--- config.mk ---
export PLATFORM = sky130hd
export DESIGN_NAME = seq_alu
export DESIGN_NICKNAME = d
export VERILOG_FILES = /design/src/rtl/seq_alu.sv
export SDC_FILE = /design/constraint.sdc
export NUM_CORES = 1
export LEC_CHECK = 0
export CAP_MARGIN = 20
export CORE_ASPECT_RATIO = 0.8
export CORE_UTILIZATION = 55
export CTS_BUF_LIST = sky130_fd_sc_hd__clkbuf_8
export CTS_CLUSTER_SIZE = 12
export DETAILED_ROUTE_END_ITERATION = 6
export HOLD_SLACK_MARGIN = 0.12
export PLACE_DENSITY = 0.78
export SYNTH_ARGS = -nofsm -noshare
export SYNTH_HDL_FRONTEND = slang
export SYNTH_SLANG_ARGS = --single-unit
export TNS_END_PERCENT = 100
--- constraint.sdc ---
create_clock -name clk -period 6.6 [get_ports clk]
set_input_delay 1.65 -clock clk [delete_from_list [all_inputs] [get_ports clk]]
set_output_delay 1.65 -clock clk [all_outputs]
set_load 0.05 [all_outputs]
--- src/rtl/seq_alu.sv ---
// seq_alu: multi-cycle ALU. Ops: compare, signed/unsigned multiply, subtract with carry.
// Operands are taken on a start/busy/done handshake; multiplies use an iterative shift-add datapath.
// Ports:
//   clk, rst        - clock, asynchronous active-high reset
//   start, Op       - request (sampled in IDLE) and operation select
//   A, B, Cin       - operands and subtract carry-in, captured at start
//   busy, done      - operation in progress / one-cycle completion pulse
//   R, R_hi, C      - result low half, high half, flag
module seq_alu #(
    parameter int WIDTH = 8
) (
    input  logic             clk,
    input  logic             rst,
    input  logic             start,
    input  logic [1:0]       Op,
    input  logic [WIDTH-1:0] A,
    input  logic [WIDTH-1:0] B,
    input  logic             Cin,
    output logic             busy,
    output logic             done,
    output logic [WIDTH-1:0] R,
    output logic [WIDTH-1:0] R_hi,
    output logic             C
);

    localparam int CW = (WIDTH > 2) ? $clog2(WIDTH) : 1;
    localparam logic [CW-1:0] LAST = CW'(WIDTH - 1);

    typedef enum logic [1:0] {
        IDLE,
        MUL,
        DONE
    } state_t;

    state_t           state;
    logic [WIDTH-1:0] mcand;
    logic [WIDTH-1:0] hi;
    logic [WIDTH-1:0] lo;
    logic             sgn_op;
    logic             neg;
    logic [CW-1:0]    cnt;

    logic [WIDTH-1:0]   a_mag;
    logic [WIDTH-1:0]   b_mag;
    logic [WIDTH:0]     a_ext;
    logic [WIDTH:0]     b_ext;
    logic [WIDTH-1:0]   diff;
    logic [WIDTH:0]     sum;
    logic [2*WIDTH-1:0] prod_next;
    logic [2*WIDTH-1:0] prod_fin;
    logic [WIDTH-1:0]   hi_fin;
    logic [WIDTH-1:0]   lo_fin;

    always_comb begin
        // Most negative value maps to itself, which is correct read as unsigned.
        a_mag = A[WIDTH-1] ? -A : A;
        b_mag = B[WIDTH-1] ? -B : B;
        a_ext = {1'b0, A} + {{WIDTH{1'b0}}, Cin};
        b_ext = {1'b0, B};
        diff  = A - B + {{(WIDTH-1){1'b0}}, Cin};
        // {hi, lo}: hi accumulates partial sums, lo shifts out the multiplier.
        sum       = {1'b0, hi} + (lo[0] ? {1'b0, mcand} : {(WIDTH+1){1'b0}});
        prod_next = {sum, lo[WIDTH-1:1]};
        prod_fin  = neg ? -prod_next : prod_next;
        hi_fin    = prod_fin[2*WIDTH-1:WIDTH];
        lo_fin    = prod_fin[WIDTH-1:0];
    end

    always_ff @(posedge clk or posedge rst) begin
        if (rst) begin
            state  <= IDLE;
            busy   <= 1'b0;
            done   <= 1'b0;
            R      <= '0;
            R_hi   <= '0;
            C      <= 1'b0;
            mcand  <= '0;
            hi     <= '0;
            lo     <= '0;
            sgn_op <= 1'b0;
            neg    <= 1'b0;
            cnt    <= '0;
        end else begin
            done <= 1'b0;
            case (state)
                IDLE: begin
                    if (start) begin
                        case (Op)
                            2'd0: begin
                                R     <= '0;
                                R_hi  <= '0;
                                C     <= (A <= B);
                                state <= DONE;
                            end
                            2'd3: begin
                                R     <= diff;
                                R_hi  <= '0;
                                C     <= (a_ext >= b_ext);
                                state <= DONE;
                            end
                            default: begin
                                sgn_op <= (Op == 2'd1);
                                if (Op == 2'd1) begin
                                    mcand <= b_mag;
                                    lo    <= a_mag;
                                    neg   <= A[WIDTH-1] ^ B[WIDTH-1];
                                end else begin
                                    mcand <= B;
                                    lo    <= A;
                                    neg   <= 1'b0;
                                end
                                hi    <= '0;
                                cnt   <= '0;
                                busy  <= 1'b1;
                                state <= MUL;
                            end
                        endcase
                    end
                end
                MUL: begin
                    hi  <= prod_next[2*WIDTH-1:WIDTH];
                    lo  <= prod_next[WIDTH-1:0];
                    cnt <= cnt + 1'b1;
                    if (cnt == LAST) begin
                        R    <= lo_fin;
                        R_hi <= hi_fin;
                        // Signed overflow: high half is not a sign extension of the low half.
                        C     <= sgn_op ? (hi_fin != {WIDTH{lo_fin[WIDTH-1]}})
                                        : (hi_fin != '0);
                        busy  <= 1'b0;
                        state <= DONE;
                    end
                end
                DONE: begin
                    done  <= 1'b1;
                    state <= IDLE;
                end
                default: state <= IDLE;
            endcase
        end
    end

endmodule

==> metrics.cfg <==
[timing]
finalCritPeriodShare=0.6298
slew_headroom=0.3651
finClkSkew_ns=0.01163
setup_viol=0
slew_viol_final=0
finalCriticalPeriod_ns=4.157
tns_ns=0
tightest_slew_ns=0.9524
rsz0062_at_grt=no
hold_viol_final=0
fmax_mhz=240.6

[clock_network]
cts-buffers-inserted=5
htree_levels=2
insertion_delay_ns=0.31
clock_sinks=50
hold_buffers=0
cts_resized=0
cts_tree=built
clockBufferDepth=2
cts-root-buf=clkbuf_8
clk_pin_slew_ns=0.10
cts_setup_buffers=0

[yosys]
ys_seq_elements=50
async_reset_ff_frac=1.000
synthTopCellsByArea=dfrtp_1, ha_1, xnor2_1
yosys-top-cells-count=dfrtp_1, nand2_1, ha_1
yosysSeqAreaShare=0.3162
avgSynthCellArea_um2=8.660
syn_area_mm2=0.003958
synth_cell_type_count=55
yosysWarnings=0
syn_inst=457
yosysMostFrequentCell=dfrtp_1
synth_edf_count=0
synth_nets=526
synth_top_area_cell=dfrtp_1
ys.flop_type=dfrtp_1
synth_top_area_share=0.3162

[setup_path]
cp_cell_sequence=clkdlybuf4s50_1 > ha_1 > inv_1 > fa_1 > a21o_1 > a21o_1 > a2111oi_0 > nor3_1 > a221oi_1 > a211oi_1
cp_slowest_cell=clkdlybuf4s50_1
crit_top_cell=a21o_1
startpoint_type=input pin
crit_fanout=10
critPathRequiredTime_ns=6.79
endpoint_kind=flip-flop
arrival_ns=4.35
critical_path_class=input pin to flip-flop
slowest_delay_ns=0.67

[global_routing]
antenna_found_initial=0
grt_pass1_vias=3216
grt_overflow_total=0
grt_max_degree=51
grt_use_total=0.2656
grt_pass1_wl_um=15930

[floorplanning]
rows=27
io_pins=41
die_y_um=77.87
core_mm2=0.006925
dieArea_mm2=0.007541
start_util=0.5715
die_w_um=96.84

[final_layout]
syn_to_final_growth_pct=14.23
diodes=0
drive_gt1_frac=0.03272
final.fill_count=608
nets=557
multi_input_area_mm2=0.002517
regArea_mm2=0.001251
design_area_mm2=0.004521

[routing]
dr.pass1.iters=5
num_vias=3401
final_antenna_net_count=0
drt-vias-per-instance=5.905
drt_iter0_markers=215
routedWlPerCell_um=16.59
drt-total-wl_um=9557
drc=0

[power]
leakage_nw=2.026
internal_power_uw=968.4
p_sw_uw=960.8
switching_share=0.4980
p_clk_frac=0.100
power_frac_seq=0.281
vdd_drop_max_mv=0.2194
pwr-share-comb=0.619
powerDensity_mw_per_mm2=426.8

[hold_path]
hp-class=flip-flop to flip-flop

[run_status]
status=finished clean

[place]
io_buffers=40
dpl.hpwl_um=7479
place_congestion=0.9191
placed_area_mm2=0.004405

[run]
max-cap-violations=0

## metrics by stage
| step | setup WS (ns) | power (mW) | hold WS [ns] | std cells | utilization |
|---|---|---|---|---|---|
| floorplan | 2.895 | 1.411 | 0.4489 | 457 | - |
| global placement | 2.202 | 1.691 | 0.4627 | 567 | 0.6361 |
| detailed placement | 2.135 | 1.724 | 0.4693 | 567 | 0.6361 |
| CTS | 2.477 | 1.922 | 0.4940 | 575 | 0.6499 |
| global route | 2.297 | 2.078 | 0.5126 | 576 | 0.6528 |
| finish | 2.443 | 1.929 | 0.4869 | 576 | 0.6528 |
## path summary, 6_finish.rpt
check | startpoint | to | slack (ns) | cells past startpoint
setup / recovery | A[2] | C | 2.44 | 10
hold / removal | R_hi[2] | R_hi[2] | 0.49 | 2
setup reg to reg | lo[0] | C | 3.24 | 11
hold reg to reg | R_hi[2] | R_hi[2] | 0.49 | 2
max in group asynchronous | rst | mcand[2] | 4.55 | 3
min in group asynchronous | rst | R[6] | 1.56 | 2
## power groups by stage
stage          Combinational (mW)  Clock, mW  Sequential (mW)
4_1_cts                      1.19      0.196            0.539
5_1_grt                      1.31      0.208            0.559
2_1_floorplan               0.761          0            0.650
3_5_place_dp                 1.18          0            0.546
3_3_place_gp                 1.15          0            0.541
6_report                     1.19      0.193            0.542
## layout make-up
type,instances,area share
Sequential cell,50,0.2768
Tap cell,87,0.02408
Timing Repair Buffer,42,0.09466
Clock buffer,5,0.01522
Inverter,32,0.02657
Multi-Input combinational cell,357,0.5569
Clock inverter,3,0.005812
## cells by family (layout without fill, tap and decap cells)
group | count (synthesis) | count (layout) | synth area share
multiplexers | 3 | 3 | 0.007904
XOR/XNOR | 38 | 38 | 0.08947
AO/OA/AOI/OAI | 130 | 130 | 0.2087
adder cells (fa/ha/maj) | 47 | 47 | 0.1581
buffers and inverters | 50 | 82 | 0.04837
AND/OR/NAND/NOR | 139 | 139 | 0.1714
flip-flops | 50 | 50 | 0.3162
## flip-flops by register name, indices dropped and copies added, names as in the netlist
signal and flops:
hi 8, done 1, neg 1, state 2
lo 8, cnt 3, R 8, sgn_op 1
busy 1, mcand 8, R_hi 8, C 1
## critical path: cells and delay by family
kind	cells	cell delay, ns
AOI/OAI and AO/OA	5	1.24
buffers and inverters	2	0.74
adders and majority gates	2	0.61
and+or+nand+nor	1	0.10
## metal layers
layer,global-route usage,wire length [µm],up-vias
li1,-,-,1673
met1,0.3718,4467,1599
met2,0.4331,4370,117
met3,0.04505,620,12
met4,0.05672,99,0
met5,0,0,-
## cells in the final DEF (no fill, tap or decap), types with 5 or more instances in the layout
cell type | Yosys | final
dfrtp_1 | 50 | 50
nand2_1 | 46 | 46
ha_1 | 42 | 42
clkdlybuf4s50_1 | 0 | 40
a21oi_1 | 31 | 31
nor2_1 | 31 | 31
inv_1 | 32 | 31
xnor2_1 | 24 | 24
o21ai_1 | 21 | 21
o21ai_0 | 17 | 17
xor2_1 | 12 | 12
a21o_1 | 12 | 12
nand3_1 | 11 | 11
and2_1 | 10 | 10
nor3_1 | 9 | 9
a31oi_1 | 9 | 9
a22o_1 | 7 | 7
nand2b_1 | 6 | 6
nor2b_1 | 7 | 6
a22oi_1 | 6 | 6
or3_1 | 5 | 5
fa_1 | 5 | 5
clkbuf_8 | 0 | 5
(Power assumes the default switching activity.)
